### src/rtl/vga_position_decoder_if.sv
// Pixel-timing receive bus: raster inputs (clk_en/de/vsync) in, decoded coordinates and status out.
interface vga_position_decoder_if #(
  parameter int X_DATA_WIDTH = 10,
  parameter int Y_DATA_WIDTH = 9
);
  logic                    clk_en;
  logic                    de;
  logic                    vsync;
  logic                    pix_valid;
  logic [X_DATA_WIDTH-1:0] x_pos;
  logic [Y_DATA_WIDTH-1:0] y_pos;
  logic                    frame_start;
  logic                    line_err;
  logic                    locked;

  modport master (
    output clk_en, de, vsync,
    input  pix_valid, x_pos, y_pos, frame_start, line_err, locked
  );

  modport slave (
    input  clk_en, de, vsync,
    output pix_valid, x_pos, y_pos, frame_start, line_err, locked
  );
endinterface

### src/rtl/vga_position_decoder.sv
// Rebuilds pixel (x,y) from a de/vsync raster and tracks resolution lock; VGA_POSITION_DECODER_LOCK_CHECK_EN adds per-frame checking.
// Outputs registered one CLK_40 after the enabled sample; no backpressure, the source stalls via clk_en.
module vga_position_decoder #(
  parameter int X_LINE_WIDTH     = 640,
  parameter int Y_LINE_WIDTH     = 480,
  parameter int X_DATA_WIDTH     = $clog2(X_LINE_WIDTH),
  parameter int Y_DATA_WIDTH     = $clog2(Y_LINE_WIDTH),
  parameter bit VSYNC_ACTIVE_LOW = 1'b1
) (
  input  logic                  CLK_40,
  input  logic                  reset_n,
  vga_position_decoder_if.slave bus
);
  localparam logic [X_DATA_WIDTH-1:0] X_LAST = X_DATA_WIDTH'(X_LINE_WIDTH - 1);
  localparam logic [Y_DATA_WIDTH-1:0] Y_LAST = Y_DATA_WIDTH'(Y_LINE_WIDTH - 1);
  localparam logic [Y_DATA_WIDTH:0]   Y_FULL = (Y_DATA_WIDTH + 1)'(Y_LINE_WIDTH);

  logic                    de_q;
  logic                    vs_q;
  logic                    x_ovf;
  logic [Y_DATA_WIDTH:0]   line_cnt;
  logic [X_DATA_WIDTH-1:0] x_pos;
  logic [Y_DATA_WIDTH-1:0] y_pos;
  logic                    pix_valid;
  logic                    frame_start;
  logic                    line_err;
  logic                    locked;

  logic                    vs_now;
  logic                    de_fall;
  logic                    vs_edge;
  logic                    line_bad;
  logic [Y_DATA_WIDTH:0]   line_cnt_fall;

  // line_cnt_fall already includes a line ending this cycle, so a frame
  // closed by a coincident de fall and vsync edge is judged complete.
  always_comb begin
    vs_now        = VSYNC_ACTIVE_LOW ? ~bus.vsync : bus.vsync;
    de_fall       = de_q & ~bus.de;
    vs_edge       = vs_now & ~vs_q;
    line_bad      = (x_pos != X_LAST) | x_ovf;
    line_cnt_fall = line_cnt;
    if (de_fall && (line_cnt != Y_FULL)) begin
      line_cnt_fall = line_cnt + 1'b1;
    end
  end

  always_ff @(posedge CLK_40 or negedge reset_n) begin
    if (!reset_n) begin
      de_q        <= 1'b0;
      vs_q        <= 1'b0;
      x_ovf       <= 1'b0;
      line_cnt    <= '0;
      x_pos       <= '0;
      y_pos       <= '0;
      pix_valid   <= 1'b0;
      frame_start <= 1'b0;
      line_err    <= 1'b0;
    end else begin
      pix_valid   <= 1'b0;
      frame_start <= 1'b0;
      line_err    <= 1'b0;
      if (bus.clk_en) begin
        de_q     <= bus.de;
        vs_q     <= vs_now;
        line_cnt <= vs_edge ? '0 : line_cnt_fall;
        if (bus.de) begin
          pix_valid <= 1'b1;
          y_pos     <= (line_cnt >= Y_FULL) ? Y_LAST : line_cnt[Y_DATA_WIDTH-1:0];
          if (!de_q) begin
            x_pos       <= '0;
            x_ovf       <= 1'b0;
            frame_start <= (line_cnt == '0);
          end else if (x_pos == X_LAST) begin
            x_ovf <= 1'b1;
          end else begin
            x_pos <= x_pos + 1'b1;
          end
        end
        if (de_fall) begin
          line_err <= line_bad;
        end
      end
    end
  end

`ifdef VGA_POSITION_DECODER_LOCK_CHECK_EN
  logic frame_bad;
  logic seen_vsync;
  logic frame_good;

  assign frame_good = (line_cnt_fall == Y_FULL) && !(frame_bad || (de_fall && line_bad));

  // Frames that started before the first vsync edge after reset are never judged.
  always_ff @(posedge CLK_40 or negedge reset_n) begin
    if (!reset_n) begin
      frame_bad  <= 1'b0;
      seen_vsync <= 1'b0;
      locked     <= 1'b0;
    end else begin
      if (line_err) begin
        locked <= 1'b0;
      end else if (bus.clk_en && vs_edge && seen_vsync) begin
        locked <= frame_good;
      end
      if (bus.clk_en) begin
        if (vs_edge) begin
          frame_bad  <= 1'b0;
          seen_vsync <= 1'b1;
        end else if ((bus.de && (line_cnt >= Y_FULL)) || (de_fall && line_bad)) begin
          frame_bad <= 1'b1;
        end
      end
    end
  end
`else
  always_ff @(posedge CLK_40 or negedge reset_n) begin
    if (!reset_n) begin
      locked <= 1'b0;
    end else if (bus.clk_en && vs_edge) begin
      locked <= 1'b1;
    end
  end
`endif

  assign bus.pix_valid   = pix_valid;
  assign bus.x_pos       = x_pos;
  assign bus.y_pos       = y_pos;
  assign bus.frame_start = frame_start;
  assign bus.line_err    = line_err;
  assign bus.locked      = locked;
endmodule

### src/flat_wrapper.sv
// flat-port wrapper written by rule: the top's interface ports become plain ports
module vga_position_decoder_flat 
#(
  parameter int X_LINE_WIDTH     = 640,
  parameter int Y_LINE_WIDTH     = 480,
  parameter int X_DATA_WIDTH     = $clog2(X_LINE_WIDTH),
  parameter int Y_DATA_WIDTH     = $clog2(Y_LINE_WIDTH),
  parameter bit VSYNC_ACTIVE_LOW = 1'b1
)
  (CLK_40, reset_n, bus_clk_en, bus_de, bus_vsync, bus_pix_valid, bus_x_pos, bus_y_pos, bus_frame_start, bus_line_err, bus_locked);
  vga_position_decoder_if #(.X_DATA_WIDTH(X_DATA_WIDTH), .Y_DATA_WIDTH(Y_DATA_WIDTH)) bus_i ();
  input  logic CLK_40;
  input  logic reset_n;
  input wire logic [$bits(bus_i.clk_en)-1:0] bus_clk_en;
  input wire logic [$bits(bus_i.de)-1:0] bus_de;
  input wire logic [$bits(bus_i.vsync)-1:0] bus_vsync;
  output wire logic [$bits(bus_i.pix_valid)-1:0] bus_pix_valid;
  output wire logic [$bits(bus_i.x_pos)-1:0] bus_x_pos;
  output wire logic [$bits(bus_i.y_pos)-1:0] bus_y_pos;
  output wire logic [$bits(bus_i.frame_start)-1:0] bus_frame_start;
  output wire logic [$bits(bus_i.line_err)-1:0] bus_line_err;
  output wire logic [$bits(bus_i.locked)-1:0] bus_locked;
  assign bus_i.clk_en = bus_clk_en;
  assign bus_i.de = bus_de;
  assign bus_i.vsync = bus_vsync;
  assign bus_pix_valid = bus_i.pix_valid;
  assign bus_x_pos = bus_i.x_pos;
  assign bus_y_pos = bus_i.y_pos;
  assign bus_frame_start = bus_i.frame_start;
  assign bus_line_err = bus_i.line_err;
  assign bus_locked = bus_i.locked;
  vga_position_decoder #(.X_LINE_WIDTH(X_LINE_WIDTH), .Y_LINE_WIDTH(Y_LINE_WIDTH), .X_DATA_WIDTH(X_DATA_WIDTH), .Y_DATA_WIDTH(Y_DATA_WIDTH), .VSYNC_ACTIVE_LOW(VSYNC_ACTIVE_LOW)) u_core (.CLK_40(CLK_40), .reset_n(reset_n), .bus(bus_i));
endmodule
### config.mk
export PLATFORM = sky130hd
export DESIGN_NAME = vga_position_decoder_flat
export DESIGN_NICKNAME = d
export VERILOG_FILES = /design/src/rtl/vga_position_decoder_if.sv /design/src/rtl/vga_position_decoder.sv /design/src/flat_wrapper.sv
export SDC_FILE = /design/constraint.sdc
export NUM_CORES = 1
export LEC_CHECK = 0
export BUFFER_PORTS_ARGS = -buffer_cell sky130_fd_sc_hd__buf_2
export CELL_PAD_IN_SITES_DETAIL_PLACEMENT = 1
export CELL_PAD_IN_SITES_GLOBAL_PLACEMENT = 1
export CORE_MARGIN = 2
export CORE_UTILIZATION = 40
export CTS_CLUSTER_SIZE = 25
export DETAILED_ROUTE_END_ITERATION = 7
export PLACE_DENSITY_LB_ADDON = 0.15
export RECOVER_POWER = 25
export SETUP_SLACK_MARGIN = 0.15
export SYNTH_ARGS = -nofsm -noshare
export SYNTH_HDL_FRONTEND = slang
export SYNTH_SLANG_ARGS = --single-unit
export TNS_END_PERCENT = 30
### constraint.sdc
create_clock -name CLK_40 -period 2.1 [get_ports CLK_40]
set_input_delay 0.42 -clock CLK_40 [delete_from_list [all_inputs] [get_ports CLK_40]]
set_output_delay 0.42 -clock CLK_40 [all_outputs]
set_load 0.02 [all_outputs]
==> run_results.csv <==
group,metric,value,unit
clock_network,cts_tree,"built",
synth,yosysTopAreaCell,"dfrtp_1",
grt,busiest_layer,"met2",
cells_and_area,layout_commonest_cell,"dfrtp_1",
floorplanning,die_area,0.004961,mm^2
route,num_vias,1608,
synth,synth_seq_cells,36,
grt,grt_pass1_wl,8224,um
clock_network,h-tree-depth,2,
synth,synth-async-reset-ratio,100.0,%
sta,drv_slew,0,
placed_design,dp_hpwl,3459,um
setup_path,worstSetupEndpointType,"flop",
cells_and_area,syn2layout_area_growth,23.10,%
sta,max_clock_freq,0.5109,GHz
grt,antenna_found_initial,0,
cells_and_area,fin_util,50.61,%
setup_path,crit_type,"flop to flop",
grt,met3_usage,4.473,%
synth,synth_area,0.001765,mm^2
setup_path,worst_setup_path_start_kind,"flop",
floorplanning,rows,24,
grt,grt_usage,21.00,%
synth,yosysUniqueCellTypes,38,
synth,synth-edff-count,0,
sta,max_slew.worst_pin.slew,0.9033,ns
sta,tns,0,ns
synth,synth_nets,193,
sta,setup_viol,0,
power_and_ir_drop,power_density,742.7,mW/mm^2
route,firstDrtPassIters,4,
sta,hold_viol_final,0,
clock_network,worst_skew_pair.late_latency,0.29,ns
route,drc,0,
setup_path,crit_fanout,6,
floorplanning,start_util,41.11,%
grt,grt_start_max_net_pins,37,
setup_path,path_cells,"inv_2 > ha_1 > or4b_4 > o31a_1 > o21a_4 > o21ai_0",
setup_path,cp_num_buf_inv,1,
placed_design,portBuffers,27,
clock_network,cts_inserted_buffers,5,
clock_network,clock-sinks,36,
route,ant_nets,0,
grt,grt_util_met1,25.41,%
setup_path,critPathTopFamily,"compound AO/OA/AOI/OAI gates",
power_and_ir_drop,ir_drop,0.0002633,V
cells_and_area,fillers,505,
route,drt_iter0_drc,48,
grt,grt_remaining_overflow,0,
worst_hold_path,hold_path.class,"primary input to asynchronous set/reset pin",
status,outcome,"complete, no violations",
cells_and_area,layout_common_cells,"dfrtp_1, buf_2, nand2_1, o21ai_0, nor2_1",
setup_path,crit_arrival,2.14,ns
sta,finClkSkew,0.006956,ns
sta,max_slew_margin,39.78,%
clock_network,clk_pin_slew,0.07,ns
route,via_per_inst,5.890,
route,routed_wl,4872,um
route,wl_per_cell,17.85,um
grt,use_met2,36.79,%
cells_and_area,diodes,0,
setup_path,crit_required,2.29,ns
synth,syn-instance-count,185,
synth,avgSynthCellArea,9.543,um^2
synth,ys_top_cells_by_area,"dfrtp_1, o21ai_0, nand2_1, nand3_1, nor2_1",
placed_design,place_congestion,0.8032,
clock_network,cts.path.max_buffers,2,
synth,yosys_warnings,0,
synth,ys_seq_area_share,51.03,%
floorplanning,chipHeight,70.44,um
cells_and_area,nets,229,
job,cap_violations,0,
power_and_ir_drop,power_leakage,0.0009704,uW
sta,finalCritPeriodShare,93.21,%
grt,grt_pass1_vias,1685,
clock_network,root_buffer,"clkbuf_8",
cells_and_area,drive_gt1_share,26.70,%
synth,synth_top_area_share,51.03,%
clock_network,cts_hold_buf,0,
setup_path,critical-path-slowest-cell,"or4b_4",
floorplanning,die_w,70.44,um
floorplanning,num_io_pins,28,
floorplanning,coreArea,0.004294,mm^2
sta,fin_crit,1.957,ns
sta,rsz0062_at_grt,"yes",
setup_path,cpPeakStageDelay,0.46,ns
synth,synth_top_flop_cell,"dfrtp_1",
[area by class of cell]
| type | count | area [um^2] | share of cell area, % |
|---|---|---|---|
| clock buffers | 7 | 96.34 | 4.433 |
| inverters | 10 | 37.54 | 1.727 |
| multi-input cells | 129 | 847.1 | 38.98 |
| flip-flops and latches | 36 | 900.9 | 41.45 |
| well taps | 52 | 65.06 | 2.994 |
| repair buffers | 39 | 226.5 | 10.42 |
[registers in the layout (all words and copies together), names as in the netlist]
name                    count
u_core.bus.frame_start      1
u_core.x_ovf                1
u_core.line_cnt            10
u_core.bus.line_err         1
u_core.bus.y_pos            9
u_core.de_q                 1
u_core.bus.locked           1
u_core.vs_q                 1
u_core.bus.pix_valid        1
u_core.bus.x_pos           10
[synthesized netlist by cell type (2+ instances only)]
| cell | n |
|---|---|
| and3_1 | 4 |
| o221ai_1 | 3 |
| or3_1 | 2 |
| nor4_1 | 3 |
| o22a_1 | 5 |
| inv_1 | 9 |
| a21oi_1 | 6 |
| o21ai_0 | 17 |
| nor3_1 | 2 |
| nand4_1 | 7 |
| clkbuf_1 | 7 |
| a41oi_1 | 4 |
| nand3b_1 | 2 |
| a31oi_1 | 5 |
| buf_2 | 2 |
| nand2_1 | 17 |
| and4_1 | 2 |
| o31a_1 | 2 |
| o31ai_1 | 4 |
| dfrtp_1 | 36 |
| nand3_1 | 12 |
| a311oi_1 | 2 |
| ha_1 | 3 |
| nor2_1 | 14 |
| o41ai_1 | 2 |
[timing repair]
item | 4_1_cts | 5_1_grt
cloned | 0 | 1
pin swaps | 2 | 2
setup buffers | 2 | 1
gates resized for setup | 2 | 12
endpoints found under the setup margin | 7 | 8
[report_power, final]
group | total, uW | internal, uW | leakage (uW) | switching (uW)
Combinational | 296 | 115 | 0.000451 | 181
Sequential | 791 | 744 | 0.000469 | 47.0
Clock | 528 | 292 | 0.0000503 | 236
Total | 1610 | 1150 | 0.000970 | 463
[worst reg2reg max path, cell delays in order (launching register included)]
cell,delay (ns)
dfrtp_1,0.40
inv_2,0.07
ha_1,0.13
or4b_4,0.46
o31a_1,0.35
o21a_4,0.25
o21ai_0,0.21
[metal layers]
metal	share of wire, %	routed length [um]
met3	3.1	149
met2	52	2545
met5	0	0
met1	43	2107
met4	1.4	70
[final timing paths]
check	depth (start not counted)	to	slack (ns)	start
worst max-delay path	6	u_core.line_cnt[1]$_DFFE_PN0P_	0.14	u_core.line_cnt[0]$_DFFE_PN0P_
worst min-delay path	1	u_core.bus.pix_valid$_DFF_PN0_	0.25	reset_n
worst min register to register	1	u_core.bus.locked$_DFFE_PN0P_	0.46	u_core.bus.locked$_DFFE_PN0P_
worst max register to register	6	u_core.line_cnt[1]$_DFFE_PN0P_	0.14	u_core.line_cnt[0]$_DFFE_PN0P_
max in group asynchronous	1	u_core.bus.y_pos[8]$_DFFE_PN0P_	1.28	reset_n
min in group CLK_40	2	u_core.vs_q$_DFFE_PN0P_	0.32	bus_vsync
[per-stage QoR]
step	area [um^2]	cells	hold slack, ns	total power [uW]	setup WS [ns]
after global placement	1986	262	0.4355	1048	0.1978
final	2173	273	0.2493	1614	0.1426
after global routing	2173	273	0.3083	1694	0.01846
after floorplan	1765	185	0.1244	951.5	0.2554
after detailed placement	1986	262	0.4435	1060	0.08248
after CTS	2102	271	0.2463	1610	0.1683
[cell families after synthesis]
group                      synth area share, %
adders and majority gates                2.126
AOI/OAI and AO/OA                        21.90
and+or+nand+nor                          19.99
DFF                                      51.03
buffers and inverters                    4.394
muxes                                   0.5670
(Power assumes the default switching activity.)
